--- src/rtl/dff_pipe_pkg.sv ---
// dff_pipe_pkg: shared defaults and helpers for the dff_pipe register pipeline.
package dff_pipe_pkg;

  localparam int DFF_PIPE_WIDTH_DEF  = 8;
  localparam int DFF_PIPE_STAGES_DEF = 3;

  // Width of a counter that must hold every value from 0 to stages.
  function automatic int cnt_w(input int stages);
    return $clog2(stages + 1);
  endfunction

endpackage

--- src/rtl/dff_pipe_stage.sv ---
// dff_pipe_stage: one valid+data register slot of the dff_pipe pipeline.
// The slot accepts from upstream whenever it is empty or its own word
// is leaving, which is what lets bubbles collapse.
// Optional feature: DFF_PIPE_DATA_RST_EN adds a reset to the data register.
module dff_pipe_stage
  import dff_pipe_pkg::*;
#(
  parameter int WIDTH = DFF_PIPE_WIDTH_DEF
`ifdef DFF_PIPE_DATA_RST_EN
  , parameter logic [WIDTH-1:0] RST_VAL = '0
`endif
) (
  input  logic             clk,
  input  logic             rst_n,
  input  logic             flush,
  input  logic             up_valid,
  input  logic [WIDTH-1:0] up_data,
  input  logic             down_ready,
  output logic             ready,
  output logic             valid,
  output logic [WIDTH-1:0] data
);

  logic             valid_reg;
  logic [WIDTH-1:0] data_reg;

  assign ready = !valid_reg || down_ready;
  assign valid = valid_reg;
  assign data  = data_reg;

  // Valid flag: take the upstream valid whenever this slot can load; flush empties it.
  always_ff @(posedge clk or negedge rst_n) begin
    if (!rst_n) begin
      valid_reg <= 1'b0;
    end else if (flush) begin
      valid_reg <= 1'b0;
    end else if (ready) begin
      valid_reg <= up_valid;
    end
  end

`ifdef DFF_PIPE_DATA_RST_EN
  // Data word: capture only real upstream words so a held word is never overwritten by a bubble.
  always_ff @(posedge clk or negedge rst_n) begin
    if (!rst_n) begin
      data_reg <= RST_VAL;
    end else if (ready && up_valid) begin
      data_reg <= up_data;
    end
  end
`else
  // Data word: capture only real upstream words; no reset so it maps onto plain flops.
  always_ff @(posedge clk) begin
    if (ready && up_valid) begin
      data_reg <= up_data;
    end
  end
`endif

endmodule

--- src/rtl/dff_pipe.sv ---
// dff_pipe: STAGES-deep retiming pipeline with valid/ready flow control.
// The ready chain runs combinationally from out_ready back to in_ready,
// so a full pipeline still moves one word per cycle when drained.
// Optional feature: DFF_PIPE_DATA_RST_EN resets data registers to RST_VAL.
module dff_pipe
  import dff_pipe_pkg::*;
#(
  parameter int               WIDTH   = DFF_PIPE_WIDTH_DEF,
  parameter int               STAGES  = DFF_PIPE_STAGES_DEF,
  parameter logic [WIDTH-1:0] RST_VAL = '0
) (
  input  logic                        clk,
  input  logic                        rst_n,
  input  logic                        flush,
  input  logic                        in_valid,
  output logic                        in_ready,
  input  logic [WIDTH-1:0]            in_data,
  output logic                        out_valid,
  input  logic                        out_ready,
  output logic [WIDTH-1:0]            out_data,
  output logic [cnt_w(STAGES)-1:0]    count
);

  localparam int CW = cnt_w(STAGES);

  logic          push;
  logic          pop;
  logic [CW-1:0] count_reg;

  genvar gi;
  generate
    for (gi = 0; gi < STAGES; gi++) begin : g_stage
      logic             up_valid;
      logic [WIDTH-1:0] up_data;
      logic             down_ready;
      logic             rdy;
      logic             vld;
      logic [WIDTH-1:0] dat;

      if (gi == 0) begin : g_first
        assign up_valid = in_valid;
        assign up_data  = in_data;
      end else begin : g_next
        assign up_valid = g_stage[gi-1].vld;
        assign up_data  = g_stage[gi-1].dat;
      end

      if (gi == STAGES - 1) begin : g_last
        assign down_ready = out_ready;
      end else begin : g_mid
        assign down_ready = g_stage[gi+1].rdy;
      end

      dff_pipe_stage #(
        .WIDTH   (WIDTH)
`ifdef DFF_PIPE_DATA_RST_EN
        , .RST_VAL (RST_VAL)
`endif
      ) u_stage (
        .clk        (clk),
        .rst_n      (rst_n),
        .flush      (flush),
        .up_valid   (up_valid),
        .up_data    (up_data),
        .down_ready (down_ready),
        .ready      (rdy),
        .valid      (vld),
        .data       (dat)
      );
    end
  endgenerate

  assign in_ready  = g_stage[0].rdy && !flush;
  assign out_valid = g_stage[STAGES-1].vld && !flush;
  assign out_data  = g_stage[STAGES-1].dat;
  assign push      = in_valid && in_ready;
  assign pop       = out_valid && out_ready;
  assign count     = count_reg;

  // Occupancy: words never vanish inside the pipe, so only handshakes change the count.
  always_ff @(posedge clk or negedge rst_n) begin
    if (!rst_n) begin
      count_reg <= '0;
    end else if (flush) begin
      count_reg <= '0;
    end else begin
      count_reg <= count_reg + CW'(push) - CW'(pop);
    end
  end

endmodule

--- config.mk ---
export PLATFORM = sky130hd
export DESIGN_NAME = dff_pipe
export DESIGN_NICKNAME = d
export VERILOG_FILES = /design/src/rtl/dff_pipe_pkg.sv /design/src/rtl/dff_pipe_stage.sv /design/src/rtl/dff_pipe.sv
export SDC_FILE = /design/constraint.sdc
export NUM_CORES = 1
export LEC_CHECK = 0
export ABC_AREA = 1
export ABC_CLOCK_PERIOD_IN_PS = 2200
export CAP_MARGIN = 25
export CORE_ASPECT_RATIO = 1.75
export CORE_MARGIN = 2
export CORE_UTILIZATION = 45
export CTS_BUF_LIST = sky130_fd_sc_hd__clkbuf_16
export CTS_CLUSTER_SIZE = 28
export DETAILED_ROUTE_END_ITERATION = 7
export PLACE_DENSITY_LB_ADDON = 0.08
export SETUP_SLACK_MARGIN = 0.05
export SYNTH_ARGS = -nofsm -noshare
export SYNTH_HDL_FRONTEND = slang
export SYNTH_SLANG_ARGS = --single-unit
--- constraint.sdc ---
create_clock -name clk -period 2.2 [get_ports clk]
set_input_delay 0.44 -clock clk [delete_from_list [all_inputs] [get_ports clk]]
set_output_delay 0.44 -clock clk [all_outputs]
set_load 0.02 [all_outputs]
==> metrics.csv <==
stage;metric;value;unit
setup_path;critPathRequiredTime;1.76;ns
logic_synthesis;synth_top_family_by_area;simple AND/OR/NAND/NOR gates;
setup_path;crit_path_top_delay_cell;clkdlybuf4s50_1;
clock_network;clockBufferDepth;2;
timing;setup_viol;0;
logic_synthesis;synthTopCellsByArea;edfxtp_1 70%, dfrtp_1 12%, nand2_1 3.7%, inv_1 3.3%, ha_1 2.4%;
timing;clock.fmax;0.500;GHz
floorplanning;die_area;2700;sq um
drt;wl;1.43;mm
drt;viasPerCell;4.77;
timing;hold_viol_final;0;
logic_synthesis;yosys.area.top_type;edfxtp_1;
logic_synthesis;async_flop_share;17.2;%
logic_synthesis;yosys.area_share.xor_xnor;0;%
finish;nets;118;
logic_synthesis;yosys.area_share.simple;9.38;%
hold_path;hold_class;primary input to asynchronous set/reset pin;
setup_path;rrSetupSlack;0.60;ns
drt;vias;611;
floorplanning;core;2120;sq um
clock_network;cts_hold_buf;0;
clock_network;cts_sinks;29;
clock_network;worstSkewPairLatency;0.27;ns
global_route;grt_usage;14.8;%
power_and_ir_drop;power_density;904;nW/um^2
timing;finalCritPeriodShare;90.9;%
drt;dr.pass1.iters;4;
floorplanning;die_width;40.1;um
setup_path;endpoint_kind;output port;
setup_path;critical_path_arrival;1.56;ns
setup_path;critical_path.cell_chain;clkdlybuf4s50_1 -> inv_2 -> nand2_2 -> nor2_4 -> nand2_2 -> nand2_1 -> inv_1 -> dlygate4sd2_1;
floorplanning;floorplan.initialDensity;48.5;%
setup_path;cp_common_cell;nand2_2;
logic_synthesis;syn-num-nets;82;
logic_synthesis;synthMuxAreaShare;0;%
finish;area_growth;44.0;%
status;status;complete, no violations;
logic_synthesis;yosysWarnings;0;
global_route;grt_start_max_net_pins;11;
timing;clock-skew-final;0.00436;ns
timing;hold_slack;0.401;ns
setup_path;critPathBufInv;4;
timing;rsz0062_at_grt;no;
setup_path;critical_path_class;primary input to output port;
timing;slew_viol_final;0;
logic_synthesis;yosysTopAreaCellShare;70.2;%
logic_synthesis;synth_area;1030;sq um
logic_synthesis;synthCells;67;
clock_network;cts_setup_buffers;0;
clock_network;numCtsBuffers;5;
placed_design;dp_hpwl;1.08;mm
floorplanning;rows;22;
finish;fin_util;69.8;%
logic_synthesis;synth_edf_count;24;
placed_design;port_buffers;24;
clock_network;cts-root-buf;clkbuf_16;
floorplanning;die_height;67.2;um
power_and_ir_drop;vdd_drop_max;0.000789;V
logic_synthesis;synth-compound-area-share;1.46;%
drt;drt_iter0_drc;12;
drt;drtAntennaViolNets;0;
timing;slew_headroom;81.2;%
setup_path;max_stage_delay;0.47;ns
global_route;grt_overflow;0;
logic_synthesis;synth.avg_cell_area;15.3;sq um
logic_synthesis;ys_ff_latch;29;
power_and_ir_drop;leakagePower;0.615;nW
logic_synthesis;yosysMostFrequentCell;edfxtp_1;
setup_path;cp-start-kind;primary input;
logic_synthesis;ys.flop_type;edfxtp_1;
finish;largest_register_ffs;24;
logic_synthesis;ys_seq_area_share;82.3;%
setup_path;critPathTopFamily;buffers and inverters;
timing;min_period;2.00;ns
finish;fillers;161;
global_route;grt_pass1_vias;613;
clock_network;clkTransAtPathRegs;0.05;ns
drt;routedWlPerCell;11.2;um
floorplanning;io_pins;25;
global_route;grt_pass1_wl;2.46;mm
finish;drive_above_1_share;18.3;%
setup_path;cp_max_fo;2;
clock_network;cts_resized;1;
timing;worst_slew_pin_slew;0.282;ns
flow_run;cap_violations;0;
power_and_ir_drop;finalPower;1.34;mW
finish;n_antenna_cell;0;
clock_network;cts_tree;done;
drt;drc;0;
global_route;antenna_found_initial;0;
logic_synthesis;yosys-top-cells-count;24 x edfxtp_1, 10 x nand2_1, 9 x inv_1, 5 x dfrtp_1, 4 x nor2_1;
placed_design;gp_congestion;0.832;
clock_network;h-tree-depth;2;
logic_synthesis;synthAdderAreaFrac;2.44;%
logic_synthesis;ys_types;13;
-- cells by family (layout without fill, tap and decap cells) --
| logic type | after synthesis | in the layout |
|---|---|---|
| buf+inv | 12 | 49 |
| simple gates | 21 | 21 |
| fa+ha+maj | 2 | 2 |
| compound gates | 3 | 3 |
| flops | 29 | 29 |
-- layer usage --
layer	share of wire (%)	up-vias	global-route usage [%]
met4	1.4	0	7.76
li1	-	298	-
met1	31	284	11.8
met5	0	-	0
met2	59	25	25.2
met3	8.0	4	9.54
-- placed cells by master, fill, tap and decap left out, drive strengths merged --
cell and count:
clkinvlp 1, ha 2, inv 12, o21ai 1, nand2 12, clkbuf 5
edfxtp 24, nor3 1, dlymetal6s2s 1, clkdlybuf4s50 22, buf 5, nor2 5
clkinv 2, dlygate4sd2 1, a21oi 2, nand3 3, dfrtp 5
-- power breakdown --
group | switching [mW] | leakage (nW) | internal (mW)
sequential | 0.00815 | 0.294 | 0.624
combinational | 0.0392 | 0.252 | 0.0423
clock | 0.211 | 0.0696 | 0.412
-- layout make-up --
cell class	instances	area (sq um)	area share (%)
Sequential cell	29	846	57.2
Timing Repair Buffer	29	279	18.9
Multi-Input combinational cell	26	136	9.22
Clock buffer	5	125	8.46
Inverter	12	45.0	3.05
Tap cell	24	30.0	2.03
Clock inverter	3	17.5	1.18
-- path summary, 6_finish.rpt --
kind,start,endpoint,depth (start not counted)
max,out_ready,in_ready,8
min,rst_n,g_stage[2].u_stage.valid,1
max reg2reg,g_stage[1].u_stage.valid,count[1],10
min reg2reg,g_stage[0].u_stage.data[6],g_stage[1].u_stage.data[6],0
max in group asynchronous,rst_n,count[1],1
min in group clk,g_stage[0].u_stage.data[6],g_stage[1].u_stage.data[6],0
-- stage by stage --
stage	setup TNS [ns]	instance area, sq um	cells	setup slack, ns
2_1_floorplan	0	1030	67	0.746
3_3_place_gp	-0.0398	1340	120	-0.0398
3_5_place_dp	-0.0610	1340	120	-0.0610
4_1_cts	0	1480	128	0.0764
5_1_grt	0	1480	128	0.141
6_report	0	1480	128	0.200
Power figures use the tool's default switching activity.
